**src/rtl/wb_stage_pkg.sv**
```systemverilog
// Shared definitions for the write-back stage: load-op encodings, reset level and bus widths.
package wb_stage_pkg;

  typedef enum logic [2:0] {
    LD_NONE = 3'd0,
    LD_LB   = 3'd1,
    LD_LBU  = 3'd2,
    LD_LH   = 3'd3,
    LD_LHU  = 3'd4,
    LD_LW   = 3'd5
  } ld_op_e;

  localparam logic        RstEnable  = 1'b0;
  localparam int unsigned RegAddrBus = 5;
  localparam int unsigned RegBus     = 32;
  localparam logic [RegBus-1:0] ZeroWord = '0;

  // Encodings 6 and 7 are reserved and behave as "no load".
  function automatic logic is_load(input logic [2:0] op);
    return (op == LD_LB) || (op == LD_LBU) || (op == LD_LH) || (op == LD_LHU) || (op == LD_LW);
  endfunction

endpackage

```
**src/rtl/wb_stage_load_align.sv**
```systemverilog
// Combinational load extraction: little-endian byte/halfword select, sign/zero extension and
// misalignment detection for the instruction sitting in WB.
module load_align
  import wb_stage_pkg::*;
#(
  parameter int unsigned DATA_W = RegBus
) (
  input  logic [2:0]        ld_op,
  input  logic [1:0]        ld_off,
  input  logic [DATA_W-1:0] dram_rdata,
  output logic [DATA_W-1:0] data,
  output logic              misalign
);

  logic [7:0]  byte_sel;
  logic [15:0] half_sel;

  assign byte_sel = dram_rdata[{ld_off, 3'b000} +: 8];
  // Halfword position comes from ld_off[1]; ld_off[0] only matters for misalignment.
  assign half_sel = dram_rdata[{ld_off[1], 4'b0000} +: 16];

  always_comb begin
    data     = '0;
    misalign = 1'b0;
    case (ld_op)
      LD_LB:  data = {{(DATA_W-8){byte_sel[7]}}, byte_sel};
      LD_LBU: data = {{(DATA_W-8){1'b0}}, byte_sel};
      LD_LH: begin
        data     = {{(DATA_W-16){half_sel[15]}}, half_sel};
        misalign = ld_off[0];
      end
      LD_LHU: begin
        data     = {{(DATA_W-16){1'b0}}, half_sel};
        misalign = ld_off[0];
      end
      LD_LW: begin
        data     = dram_rdata;
        misalign = (ld_off != 2'b00);
      end
      default: data = '0;
    endcase
  end

endmodule

```
**src/rtl/wb_stage.sv**
```systemverilog
// Write-back stage: MEM/WB latch with stall/flush, load alignment, register file write port and
// the LL/SC LLbit (present only when WB_LLSC_EN is defined).
module wb_stage
  import wb_stage_pkg::*;
#(
  parameter int unsigned DATA_W = RegBus,
  parameter int unsigned ADDR_W = RegAddrBus
) (
  input  logic              clk,
  input  logic              rst,
  input  logic              stall_mem,
  input  logic              stall_wb,
  input  logic              flush,
  input  logic [ADDR_W-1:0] mem_waddr,
  input  logic              mem_wreg,
  input  logic [DATA_W-1:0] mem_wdata,
  input  logic [2:0]        mem_ld_op,
  input  logic [1:0]        mem_ld_off,
  input  logic              mem_ll,
  input  logic              mem_sc,
  input  logic [DATA_W-1:0] dram_rdata,
  output logic [ADDR_W-1:0] wb_waddr,
  output logic [DATA_W-1:0] wb_wdata,
  output logic              wb_we,
  output logic              wb_misalign,
  output logic              llbit_o
);

  logic [ADDR_W-1:0] waddr_q;
  logic              wreg_q;
  logic [DATA_W-1:0] wdata_q;
  logic [2:0]        ld_op_q;
  logic [1:0]        ld_off_q;
  logic              load_bubble;

  // flush beats everything; a stalled MEM feeding a running WB inserts a bubble.
  assign load_bubble = (rst == RstEnable) || flush || (stall_mem && !stall_wb);

  always_ff @(posedge clk) begin
    if (load_bubble) begin
      waddr_q  <= '0;
      wreg_q   <= 1'b0;
      wdata_q  <= ZeroWord[DATA_W-1:0];
      ld_op_q  <= LD_NONE;
      ld_off_q <= 2'b00;
    end else if (!stall_wb) begin
      waddr_q  <= mem_waddr;
      wreg_q   <= mem_wreg;
      wdata_q  <= mem_wdata;
      ld_op_q  <= mem_ld_op;
      ld_off_q <= mem_ld_off;
    end
  end

  logic [DATA_W-1:0] align_data;
  logic              misalign;

  load_align #(
    .DATA_W(DATA_W)
  ) u_load_align (
    .ld_op     (ld_op_q),
    .ld_off    (ld_off_q),
    .dram_rdata(dram_rdata),
    .data      (align_data),
    .misalign  (misalign)
  );

`ifdef WB_LLSC_EN
  logic ll_q;
  logic sc_q;
  logic llbit_q;
  logic llbit_d;

  always_ff @(posedge clk) begin
    if (load_bubble) begin
      ll_q <= 1'b0;
      sc_q <= 1'b0;
    end else if (!stall_wb) begin
      ll_q <= mem_ll;
      sc_q <= mem_sc;
    end
  end

  always_comb begin
    llbit_d = llbit_q;
    if (!stall_wb) begin
      if (flush) begin
        llbit_d = 1'b0;
      end else if (ll_q) begin
        llbit_d = 1'b1;
      end else if (sc_q && llbit_q) begin
        llbit_d = 1'b0;
      end
    end
  end

  always_ff @(posedge clk) begin
    if (rst == RstEnable) begin
      llbit_q <= 1'b0;
    end else begin
      llbit_q <= llbit_d;
    end
  end

  assign llbit_o = (ll_q || sc_q) ? llbit_d : llbit_q;
`else
  logic unused_llsc;
  assign unused_llsc = mem_ll ^ mem_sc;
  assign llbit_o     = 1'b0;
`endif

  always_comb begin
    wb_wdata = wdata_q;
    if (is_load(ld_op_q)) begin
      wb_wdata = align_data;
    end
`ifdef WB_LLSC_EN
    // SC reports success as a single bit in the destination register.
    if (sc_q) begin
      wb_wdata = {{(DATA_W-1){1'b0}}, llbit_q};
    end
`endif
  end

  assign wb_waddr    = waddr_q;
  assign wb_we       = wreg_q && !misalign;
  assign wb_misalign = misalign;

endmodule

```
**config.mk**
```make
export PLATFORM = sky130hd
export DESIGN_NAME = wb_stage
export DESIGN_NICKNAME = d
export VERILOG_FILES = /design/src/rtl/wb_stage_pkg.sv /design/src/rtl/wb_stage_load_align.sv /design/src/rtl/wb_stage.sv
export SDC_FILE = /design/constraint.sdc
export NUM_CORES = 1
export LEC_CHECK = 0
export BUFFER_PORTS_ARGS = -buffer_cell sky130_fd_sc_hd__buf_2
export CAP_MARGIN = 5
export CORE_ASPECT_RATIO = 0.8
export CORE_UTILIZATION = 39
export CTS_CLUSTER_SIZE = 40
export DETAILED_ROUTE_END_ITERATION = 7
export PLACE_DENSITY = 0.69
export SLEW_MARGIN = 20
export SYNTH_ARGS = -nofsm -noshare
export SYNTH_HDL_FRONTEND = slang
export SYNTH_SLANG_ARGS = --single-unit
```
**constraint.sdc**
```tcl
create_clock -name clk -period 2.3 [get_ports clk]
set_input_delay 0.345 -clock clk [delete_from_list [all_inputs] [get_ports clk]]
set_output_delay 0.345 -clock clk [all_outputs]
set_load 0.005 [all_outputs]
```
# Yosys cells after proc, flatten, opt, wreduce, memory -nomap -nowiden
# Cells that the tools add are included.
[word_totals] rom_bits=0 reg_bits=43 out_inout_bits=40 wordCells=28 n_memories=0 latchBits=0 ramBits=0
[op_classes] shifts=2 add_sub_neg=0 n_eq_ne=5 bitwise_logic=1 mul=0 reduce_logical=12 n_div=0 mux=3 n_lt_le_gt_ge=0
[ops] operator="case mux 32 bit (5 select lines)" n=1
[ops] operator="2-to-1 mux 32 bit" n=1
[ops] operator="indexed part select 32 x 6 -> 16 bit" n=1
[ops] operator="indexed part select 32 x 6 -> 8 bit" n=1
[ops] operator="equality test 3 x 2 -> 1 bit, second input constant" n=2
[ops] operator="equality test 3 bit, second input constant" n=2
[ops] operator="logical OR 1 bit" n=6
[ops] operator="equality test 3 x 1 -> 1 bit, second input constant" n=1
[ops] operator="logical AND 1 bit" n=2
[ops] operator="zero test 1 bit" n=2
[ops] operator="case mux 1 bit (2 select lines)" n=1
[ops] operator="nonzero test 2 bit" n=1
[ops] operator="OR reduction 2 bit" n=1
[ops] operator="inverter 1 bit" n=1

# Logic depth before layout (Yosys ltp)
[depth] ltp_word=6 depth_mapped=6 ltp_nobuf=4

# Hierarchy
# From an unflattened synthesis, not the netlist that was laid out.
[hier_totals] hier_cells=385 hier_area_um2=3181.8
[modules_own_cells] module="wb_stage" area_each_um2=2219.6 cells_each=233 n_inst=1
[modules_own_cells] module="load_align" area_each_um2=962.2 cells_each=152 n_inst=1

# Least setup slack after synthesis
# No wires, ideal clock.
[synth_path] path_kind="register -> output" from="reg ld_off_q[1]" to="out wb_wdata[20]" path_slack_ns=0.555 t_required_ns=1.955 arrival_ns=1.400 path_buffers=1 path_stages_with_launch=6 cell_sequence="dfxtp_1 > mux4_2 > nand4_1 > o211a_4 > buf_6 > a21oi_1"
[synth_between] elab_chain_len=3
[synth_rtl] item="start: declaration" line_no="wb_stage.sv:33" source="logic [1:0] ld_off_q;"
[synth_rtl] item="start signal: assignment" line_no="wb_stage.sv:51" source="ld_off_q <= mem_ld_off;"
[synth_rtl] item="indexed part select 32 x 6 -> 16 bit / indexed part select 32 x 6 -> 8 bit (equally long branches)" line_no="wb_stage_load_align.sv:20, wb_stage_load_align.sv:18"
[synth_rtl] item="case mux 32 bit (5 select lines) *" line_no="wb_stage_load_align.sv:25" source="case (ld_op)"
[synth_rtl] item="2-to-1 mux 32 bit *" line_no="wb_stage.sv:114" source="if (is_load(ld_op_q)) begin"
[synth_rtl] item="end: declaration" line_no="wb_stage.sv:23" source="output logic [DATA_W-1:0] wb_wdata,"
# Every way passes the cells marked *; elsewhere a longest branch is shown, timed or not.

# Worst setup path after layout
# Same ends and word-level chain as after synthesis.

==> reports/metrics.cfg <==
[status]
status=completed

[timing]
finalMaxSlewViolations=0
fin_crit_sh=0.9846
fin_skew_ps=0
setup_viol=0
max_freq_mhz=441.6
fin_hold_ws_ps=264.2
rsz0062_at_grt=true
finalHoldViolations=0
timing.final.crit_period_ps=2265
setup_ws_ps=35.41

[final_layout]
drive_above_1_share=0.3664
final_util=0.5439
syn_to_final_growth_pct=33.30
finalNonFillerCells=537
nets=535
diodes=0

[grt]
grt_pass1_vias=2582
gr-usage-all-layers=0.2297
grt_pass1_wl_um=12450
antenna_found_initial=0
gr-total-overflow=0
grt_max_degree=44

[cts]
clock_path_buffers=2
path_clk_slew_ps=90
h-tree-depth=2
cts_tree=done
insertion_delay_ps=290
ctsHoldBuffers=0
cts_buffers=5
cts_root_buf=clkbuf_8
cts.sinks=43

[yosys]
yosys_warnings=0
mappedNetlistNets=420
synth_seq_area_share=0.3259
synth_ff_type=dfxtp_1
ys_async_sr_fraction=0
synth_edf_count=0
synth_cell_types=42
synthCells=338
ys_ff_latch=43
synthesis.area_mm2=0.002641
postSynthAreaPerCell_um2=7.814

[critical_path]
reg2reg_to=ld_op_q[0]$_SDFFE_PP0N_
endpoint_kind=output port
path_class=flop to output port
arrival_ps=1920
ff2ff_setup_slack_ps=1450
cp.required_ps=1960
crit_start=ld_off_q[1]$_SDFFE_PP0N_
r2r_cells=3
r2r-start=ld_op_q[0]$_SDFFE_PP0N_
cp-start-kind=flop
cp_max_fo=8
crit_end=wb_wdata[20]

[min_path]
hp-class=primary input to flop
holdPathStages=3

[route]
dr.pass1.iters=4
antenna_left=0
route.detailed.drc=0
detail_route.vias_per_cell=5.147
routed_wl_um=8237
vias=2764
detail_route.wl_per_cell_um=15.34
drt_iter0_markers=107

[placed_design]
portBuffers=118
dp_hpwl_um=6000
dpl.cell_count=526
dp_worst_setup_slack_ps=147.4
gp_congestion=0.8786

[power_and_ir_drop]
pwr-share-clk=0.337
p_switching_w=0.0004986
ir_drop_mv=0.2611
p_leak_nw=1.697
power.total_w=0.001782
power_frac_comb=0.226
sw_frac_of_total=0.2799
power_frac_seq=0.437
power_density_mw_per_mm2=506.0
power.internal_w=0.001283

[die]
fp.coreArea_mm2=0.006474
die_h_um=75.61
dieWidth_um=94.01
dieArea_mm2=0.007108
rows=26
start_util=0.4080
ios=122

[flow_run]
drv_cap=0

## per-layer routing
| metal | share of wire | wire (µm) | track usage | vias to the layer above |
|---|---|---|---|---|
| li1 | - | - | - | 1392 |
| met1 | 0.44 | 3590 | 0.2885 | 1256 |
| met2 | 0.46 | 3772 | 0.3804 | 104 |
| met3 | 0.088 | 726 | 0.06786 | 12 |
| met4 | 0.018 | 148 | 0.08034 | 0 |
| met5 | 0 | 0 | 0 | - |
## critical path, cell delays in order (launching register included)
cell and delay, ps:
dfxtp_2 340, mux4_2 520, nand4_1 140, buf_4 150, o211a_4 230, a21oi_1 100
buf_2 130
## state kept, by name, indices dropped and copies added, names as in the netlist
| signal | flops |
|---|---|
| wdata_q | 32 |
| wb_waddr | 5 |
| ld_op_q | 3 |
| ld_off_q | 2 |
| wreg_q | 1 |
## cells by family (layout without fill, tap and decap cells)
| group | after synthesis | count (layout) | share of synthesized area |
|---|---|---|---|
| flip-flops | 43 | 43 | 0.3259 |
| AO/OA/AOI/OAI | 69 | 70 | 0.1729 |
| buffers and inverters | 38 | 152 | 0.06821 |
| multiplexers | 51 | 51 | 0.2056 |
| AND/OR/NAND/NOR | 136 | 136 | 0.2260 |
| other | 1 | 1 | 0.001420 |
## synthesized netlist by cell type (all sizes together) (2+ instances only)
cell / count / area, µm²
clkbuf: 12 / 45.04
a31oi: 2 / 18.77
inv: 13 / 48.80
mux2i: 43 / 430.4
o22a: 8 / 70.07
nand3: 2 / 10.01
nand3b: 2 / 15.01
o21ai: 3 / 15.01
nor3: 2 / 10.01
a21oi: 31 / 155.2
mux4: 2 / 45.04
dfxtp: 43 / 860.8
nand2: 37 / 138.9
o22ai: 14 / 87.58
o211a: 2 / 27.53
nand2b: 8 / 50.05
mux2: 6 / 67.56
and2: 7 / 43.79
buf: 13 / 86.33
nor2: 69 / 259.0
o21a: 2 / 15.01
## power groups by stage
| stage | Combinational [W] | Sequential, W | Clock (W) |
|---|---|---|---|
| 2_1_floorplan | 0.000217 | 0.000791 | 0 |
| 3_3_place_gp | 0.000380 | 0.000796 | 0 |
| 3_5_place_dp | 0.000383 | 0.000797 | 0 |
| 4_1_cts | 0.000387 | 0.000779 | 0.000606 |
| 5_1_grt | 0.000442 | 0.000782 | 0.000640 |
| 6_report | 0.000402 | 0.000779 | 0.000600 |
## worst min path at each step
stage / start / to
floorplan: wreg_q$_SDFFE_PP0N_ / wreg_q$_SDFFE_PP0N_
global placement: wb_waddr[2]$_SDFFE_PP0N_ / wb_waddr[2]$_SDFFE_PP0N_
detailed placement: wb_waddr[4]$_SDFFE_PP0N_ / wb_waddr[4]$_SDFFE_PP0N_
CTS: mem_waddr[3] / wb_waddr[3]$_SDFFE_PP0N_
global route: mem_wdata[13] / wdata_q[13]$_SDFFE_PP0N_
finish: mem_wdata[18] / wdata_q[18]$_SDFFE_PP0N_
## area by class of cell
type | count | area (µm²)
clock buffers | 5 | 68.82
clock inverters | 2 | 37.54
fillers | 661 | 2953
inverters | 13 | 48.80
multi-input cells | 258 | 1677
flip-flops and latches | 43 | 868.3
well taps | 84 | 105.1
repair buffers | 132 | 715.7
## placed cells by master, fill, tap and decap left out, types with 5 or more instances in the layout
master	netlist	routed
nor2_1	69	68
mux2i_1	43	43
buf_2	9	118
a21oi_1	31	31
nand2_1	37	35
dfxtp_1	43	39
mux2_2	6	6
buf_4	1	12
and2_1	7	7
clkbuf_8	0	5
nand2b_1	8	8
o22a_1	8	8
inv_1	13	13
o22ai_1	14	12
## timing repair
action / in CTS / in global routing
endpoints found under the setup margin: 28 / 32
setup buffers: 0 / 3
gates resized for setup: 4 / 17
cloned: 0 / 1
pin swaps: 0 / 4
## metrics by stage
stage / instance area, µm² / setup TNS [ps]
2_1_floorplan: 2641 / 0
3_3_place_gp: 3301 / 0
5_1_grt: 3521 / -218.5
4_1_cts: 3421 / 0
6_report: 3521 / 0
3_5_place_dp: 3301 / 0
(Power assumes the default switching activity.)
